`config.mk`:
```
export PLATFORM = sky130hd
export DESIGN_NAME = key_action_gen
export DESIGN_NICKNAME = d
export VERILOG_FILES = /design/src/rtl/tetris_pkg.sv /design/src/rtl/key_repeat_fsm.sv /design/src/rtl/key_action_gen.sv
export SDC_FILE = /design/constraint.sdc
export NUM_CORES = 1
export LEC_CHECK = 0
export CORE_UTILIZATION = 45
export CTS_BUF_LIST = sky130_fd_sc_hd__clkbuf_4 sky130_fd_sc_hd__clkbuf_8
export DETAILED_ROUTE_END_ITERATION = 8
export DONT_BUFFER_PORTS = 1
export GPL_TIMING_DRIVEN = 0
export SETUP_SLACK_MARGIN = 0.5
export SLEW_MARGIN = 20
export SYNTH_ARGS = -nofsm -noshare
export SYNTH_HDL_FRONTEND = slang
export SYNTH_SLANG_ARGS = --single-unit
```
`constraint.sdc`:
```
create_clock -name Clk -period 1.85 [get_ports Clk]
set_clock_uncertainty 0.05 [all_clocks]
set_input_delay 0.37 -clock Clk [delete_from_list [all_inputs] [get_ports Clk]]
set_output_delay 0.37 -clock Clk [all_outputs]
set_load 0.02 [all_outputs]
```
`src/rtl/tetris_pkg.sv`:
```
// Shared keycode constants and action indices used by the keyboard front end
// and the Tetris game-logic block.
package tetris_pkg;

  localparam logic [7:0] KEY_LEFT   = 8'h04;
  localparam logic [7:0] KEY_RIGHT  = 8'h07;
  localparam logic [7:0] KEY_SOFT   = 8'h16;
  localparam logic [7:0] KEY_ROTATE = 8'h1A;
  localparam logic [7:0] KEY_HARD   = 8'h2C;

  localparam int NUM_ACTIONS = 5;

  typedef enum logic [2:0] {
    ACT_LEFT   = 3'd0,
    ACT_RIGHT  = 3'd1,
    ACT_SOFT   = 3'd2,
    ACT_ROTATE = 3'd3,
    ACT_HARD   = 3'd4
  } action_e;

  typedef logic [NUM_ACTIONS-1:0] action_vec_t;

  // A key counts as held if any of the four slots carries its code.
  function automatic logic key_in_slots(input logic [31:0] keycode, input logic [7:0] code);
    key_in_slots = (keycode[31:24] == code) || (keycode[23:16] == code) ||
                   (keycode[15:8]  == code) || (keycode[7:0]   == code);
  endfunction

  function automatic int cnt_width(input int a, input int b);
    int m;
    m = (a > b) ? a : b;
    cnt_width = (m < 1) ? 1 : $clog2(m + 1);
  endfunction

endpackage

```
`src/rtl/key_repeat_fsm.sv`:
```
// Delayed-auto-shift / auto-repeat sequencer for one key, advanced once per frame tick.
module key_repeat_fsm
  import tetris_pkg::*;
#(
  parameter int DELAY  = 10,
  parameter int REPEAT = 3
) (
  input  logic Clk,
  input  logic Reset,
  input  logic tick,
  input  logic held,
  input  logic press,
  input  logic force_idle,
  output logic emit
);

  localparam logic [1:0] ST_IDLE   = 2'd0;
  localparam logic [1:0] ST_DELAY  = 2'd1;
  localparam logic [1:0] ST_REPEAT = 2'd2;

  localparam int CW = cnt_width(DELAY, REPEAT);
  localparam logic [CW-1:0] DELAY_LAST  = CW'(DELAY - 1);
  localparam logic [CW-1:0] REPEAT_LAST = CW'(REPEAT - 1);

  logic [1:0]    state_q, state_d;
  logic [CW-1:0] cnt_q, cnt_d;
  logic          emit_d;

  // NOTE: every variable gets a default at the top of always_comb so no path
  // leaves it unassigned, which would otherwise infer a latch.
  always_comb begin
    state_d = state_q;
    cnt_d   = cnt_q;
    emit_d  = 1'b0;
    if (tick) begin
      if (force_idle) begin
        state_d = ST_IDLE;
        cnt_d   = '0;
      end else begin
        case (state_q)
          ST_IDLE: begin
            emit_d = press | held;
            if (held) begin
              state_d = ST_DELAY;
              cnt_d   = '0;
            end
          end
          ST_DELAY: begin
            if (!held) begin
              state_d = ST_IDLE;
              cnt_d   = '0;
            end else if (cnt_q == DELAY_LAST) begin
              emit_d  = 1'b1;
              state_d = ST_REPEAT;
              cnt_d   = '0;
            end else begin
              cnt_d = cnt_q + 1'b1;
            end
          end
          ST_REPEAT: begin
            if (!held) begin
              state_d = ST_IDLE;
              cnt_d   = '0;
            end else if (cnt_q == REPEAT_LAST) begin
              emit_d = 1'b1;
              cnt_d  = '0;
            end else begin
              cnt_d = cnt_q + 1'b1;
            end
          end
          default: begin
            state_d = ST_IDLE;
            cnt_d   = '0;
          end
        endcase
      end
    end
  end

  // NOTE: sequential state uses non-blocking assignments so all flops update
  // together on the edge regardless of statement order.
  always_ff @(posedge Clk or posedge Reset) begin
    if (Reset) begin
      state_q <= ST_IDLE;
      cnt_q   <= '0;
    end else begin
      state_q <= state_d;
      cnt_q   <= cnt_d;
    end
  end

  assign emit = emit_d;

endmodule

```
`src/rtl/key_action_gen.sv`:
```
// Converts the raw USB keycode word into frame-aligned one-cycle Tetris action
// pulses with DAS/auto-repeat for moves and edge-only rotate and hard drop.
module key_action_gen
  import tetris_pkg::*;
#(
  parameter int DAS_FRAMES  = 10,
  parameter int ARR_FRAMES  = 3,
  parameter int SOFT_FRAMES = 2
) (
  input  logic        Clk,
  input  logic        Reset,
  input  logic        vsync,
  input  logic [31:0] keycode,
  input  logic        en,
  output logic        frame_tick,
  output logic        mv_left,
  output logic        mv_right,
  output logic        soft_drop,
  output logic        rotate,
  output logic        hard_drop
);

  logic vs_meta_q, vs_sync_q, vs_prev_q, tick_q;

  always_ff @(posedge Clk or posedge Reset) begin
    if (Reset) begin
      vs_meta_q <= 1'b0;
      vs_sync_q <= 1'b0;
      vs_prev_q <= 1'b0;
      tick_q    <= 1'b0;
    end else begin
      vs_meta_q <= vsync;
      vs_sync_q <= vs_meta_q;
      vs_prev_q <= vs_sync_q;
      tick_q    <= vs_sync_q & ~vs_prev_q;
    end
  end

  action_vec_t held_d, held_q, held_prev_q, rise, press, latch_d, latch_q;

  always_comb begin
    held_d             = '0;
    held_d[ACT_LEFT]   = key_in_slots(keycode, KEY_LEFT);
    held_d[ACT_RIGHT]  = key_in_slots(keycode, KEY_RIGHT);
    held_d[ACT_SOFT]   = key_in_slots(keycode, KEY_SOFT);
    held_d[ACT_ROTATE] = key_in_slots(keycode, KEY_ROTATE);
    held_d[ACT_HARD]   = key_in_slots(keycode, KEY_HARD);
  end

  // A rise in the tick cycle itself counts as a press so it is never dropped.
  assign rise  = held_q & ~held_prev_q;
  assign press = latch_q | rise;

  logic conflict_lr, rot_emit, hard_emit, lr_force, soft_force;
  logic left_emit, right_emit, soft_emit;

  assign conflict_lr = held_q[ACT_LEFT] & held_q[ACT_RIGHT];
  assign rot_emit    = tick_q & en & press[ACT_ROTATE];
  assign hard_emit   = tick_q & en & press[ACT_HARD];
  assign lr_force    = ~en | conflict_lr;
  assign soft_force  = ~en | hard_emit;

  // Move latches only bridge one frame; rotate/hard stay pending across en hold-off.
  always_comb begin
    latch_d             = press;
    latch_d[ACT_LEFT]   = press[ACT_LEFT]  & ~tick_q;
    latch_d[ACT_RIGHT]  = press[ACT_RIGHT] & ~tick_q;
    latch_d[ACT_SOFT]   = press[ACT_SOFT]  & ~tick_q;
    latch_d[ACT_ROTATE] = press[ACT_ROTATE] & ~rot_emit;
    latch_d[ACT_HARD]   = press[ACT_HARD]   & ~hard_emit;
  end

  always_ff @(posedge Clk or posedge Reset) begin
    if (Reset) begin
      held_q      <= '0;
      held_prev_q <= '0;
      latch_q     <= '0;
    end else begin
      held_q      <= held_d;
      held_prev_q <= held_q;
      latch_q     <= latch_d;
    end
  end

  key_repeat_fsm #(.DELAY(DAS_FRAMES), .REPEAT(ARR_FRAMES)) u_left (
    .Clk(Clk), .Reset(Reset), .tick(tick_q), .held(held_q[ACT_LEFT]),
    .press(press[ACT_LEFT]), .force_idle(lr_force), .emit(left_emit)
  );

  key_repeat_fsm #(.DELAY(DAS_FRAMES), .REPEAT(ARR_FRAMES)) u_right (
    .Clk(Clk), .Reset(Reset), .tick(tick_q), .held(held_q[ACT_RIGHT]),
    .press(press[ACT_RIGHT]), .force_idle(lr_force), .emit(right_emit)
  );

  key_repeat_fsm #(.DELAY(SOFT_FRAMES), .REPEAT(SOFT_FRAMES)) u_soft (
    .Clk(Clk), .Reset(Reset), .tick(tick_q), .held(held_q[ACT_SOFT]),
    .press(press[ACT_SOFT]), .force_idle(soft_force), .emit(soft_emit)
  );

  assign frame_tick = tick_q;
  assign mv_left    = left_emit;
  assign mv_right   = right_emit;
  assign soft_drop  = soft_emit;
  assign rotate     = rot_emit;
  assign hard_drop  = hard_emit;

endmodule

```
==> impl_metrics.yaml <==
synth:
  ys_types: 59
  ys.flop_type: "dfrtp_1"
  synth_warnings: 0
  synth_area_leader_cell: "dfrtp_1"
  synth_common_cells: "dfrtp_1, inv_1, nor2_1"
  synth_area_leaders: "dfrtp_1, ha_1, nand4_1"
  synth-seq-cells: 35
  yosysMostFrequentCell: "dfrtp_1"
  ys_seq_area_share_pct: 38.9
  synth-edff-count: 0
  async_flop_share_pct: 100
  syn_nets: 287
  netlist_instances: 237
  synth_top_area_share_pct: 38.9
  netlist_area_sq_um: 2250
  avgSynthCellArea_sq_um: 9.49
drt:
  ant_nets: 0
  drc: 0
  drt_iter0_markers: 159
  wl_per_cell_um: 16.1
  routed_via_density: 5.65
  vias: 1990
  wl_mm: 5.67
  drtPass1Iterations: 4
placement:
  dp_slack_ns: -0.146
  dp.cells: 304
  port_buffers: 0
  dpl_cell_area_sq_um: 2470
  hpwl_mm: 3.42
  globalplace.congestion: 0.814
min_path:
  hold_class: "in -> async"
layout:
  fin_util_pct: 68.5
  drive_above_1_share_pct: 44.2
  finalNonFillerCells: 352
  num-fill-cells: 354
  antenna-diode-count: 0
  regArea_sq_um: 878
  final_area_sq_um: 3260
  nets: 334
  area_growth_pct: 44.7
  multi_input_area_sq_um: 1680
power:
  p_switching_mw: 0.672
  seqPwrFrac_pct: 36.7
  leakage_nw: 1.36
  p_per_area_nw_per_um2: 689
  ir_drop_mv: 0.570
  internal_power_mw: 1.57
  fin_total_pwr_mw: 2.24
  clkPwrFrac_pct: 33.1
  p_comb_share_pct: 30.2
  p_sw_share_pct: 30.0
die:
  dieArea_sq_um: 5290
  rows: 25
  ios: 42
  chipHeight_um: 72.7
  initial_core_util_pct: 47.3
  coreArea_sq_um: 4750
  die_w_um: 72.7
sta:
  hold_viol_final: 0
  worstMarginPinSlew_ns: 0.717
  rsz0062_at_grt: "yes"
  setup_ws_ns: -0.434
  timing.fmax_mhz: 438
  fin_setup_tns_ns: -1.10
  slew_headroom_pct: 52.2
  fin_hold_ws_ns: 0.0148
  fin_crit_ns: 2.28
  fin_crit_sh_pct: 123
  setup_viol: 6
  slew_violations: 0
setup_path:
  max_stage_delay_ns: 0.44
  endpoint_kind: "output pin"
  crit_buf_inv: 2
  required_ns: 1.43
  crit_chain: "inv_2 -> ha_4 -> inv_4 -> o31ai_4 -> a31oi_2 -> nor4_4"
  r2r_end: "u_right.cnt_q[2]"
  slowest_stage: "nor4_4"
  cp.depth: 6
  cp-start-kind: "flip-flop"
  critPathTopFamily: "simple AND/OR/NAND/NOR gates"
  cp_max_fo: 4
  r2r_cells: 9
  arrival_ns: 1.86
  r2r_slack_ns: -0.18
  reg2reg_from: "u_right.state_q[0]"
  setup.worst_path.class: "reg -> out"
clocking:
  cts-htree-levels: 2
  cts_buffers: 5
  cts.clk_slew.worst_paths_ns: 0.08
  cts.sinks: 35
  cts_tree: "built"
  insertion_delay_ns: 0.30
  root_buffer: "clkbuf_8"
  clockBufferDepth: 2
global_routing:
  grt.overflow.total: 0
  grt_first_pass_wirelength_mm: 8.40
  grtUsageTotal_pct: 21.0
  grt_max_degree: 36
  antenna_found_initial: 0
  grt_pass1_vias: 1791
run_status:
  outcome: "finished, violations left"
  violations: "setup timing"
job:
  drv_cap: 0
what timing repair did:
item	in CTS	in global routing
hold buffers	0	0
resized for setup	21	51
cloned	0	0
setup buffers	17	23
pin swaps	15	30
setup endpoints to repair	20	19
how the worst max path moves through the flow:
stage                            start        to  slack, ns
detailed placement  u_right.state_q[0]  mv_right      -0.15
global route        u_right.state_q[0]  mv_right      -0.49
finish              u_right.state_q[0]  mv_right      -0.43
floorplan           u_right.state_q[0]  mv_right      -0.03
global placement    u_right.state_q[0]  mv_right      -0.16
CTS                  u_left.state_q[1]   mv_left      -0.35
power groups by stage:
| stage | logic [mW] | registers (mW) | clock network (mW) |
|---|---|---|---|
| after detailed placement | 0.339 | 0.844 | 0 |
| after floorplan | 0.278 | 0.837 | 0 |
| final | 0.677 | 0.823 | 0.742 |
| after global routing | 0.720 | 0.827 | 0.792 |
| after global placement | 0.345 | 0.842 | 0 |
| after CTS | 0.426 | 0.822 | 0.756 |
metal layers:
metal	part of all wire, %	global-route usage (%)	vias up	wire (um)
met5	0	0	-	0
met4	1.3	6.54	0	72
met1	44	28.9	977	2480
met2	51	32.0	40	2890
li1	-	-	966	-
met3	4.0	5.94	7	229
flip-flops by register name, summed over array words and instances, names as in the netlist:
signal,cells
frame_tick,1
held_prev_q,5
held_q,5
latch_q,5
u_left.cnt_q,4
u_left.state_q,2
u_right.cnt_q,4
u_right.state_q,2
u_soft.cnt_q,2
u_soft.state_q,2
vs_meta_q,1
vs_prev_q,1
vs_sync_q,1
worst register-to-register path: cells and delay by family, from the launching register on:
kind	cells	cell delay, ns
simple gates	2	0.70
flops	1	0.38
compound gates	2	0.16
fa+ha+maj	1	0.27
buf+inv	4	0.39
cells in the final DEF (no fill, tap or decap), drive strengths merged, types with 11 or more instances in the layout:
cell type	Yosys	final
inv	18	19
nand3	11	11
buf	7	47
nand2	16	16
nand4	12	12
ha	14	14
dfrtp	35	35
a21oi	11	11
nor2	16	16
cells by family after synthesis:
| kind of cell | after synthesis | share of synthesized area [%] |
|---|---|---|
| AND/OR/NAND/NOR | 115 | 32.3 |
| AO/OA/AOI/OAI | 45 | 14.5 |
| flip-flops | 35 | 38.9 |
| buffers and inverters | 26 | 5.62 |
| adder cells (fa/ha/maj) | 14 | 7.79 |
| multiplexers | 2 | 0.890 |
layout make-up:
class | count | share of cell area (%)
plain buffers | 8 | 2.38
inverters | 18 | 2.46
clock inverters | 2 | 1.19
flip-flops and latches | 35 | 27.0
well taps | 67 | 2.57
clock buffers | 6 | 2.54
repair buffers | 40 | 10.4
multi-input cells | 176 | 51.5
No activity file was read; power rests on OpenSTA's default activity.
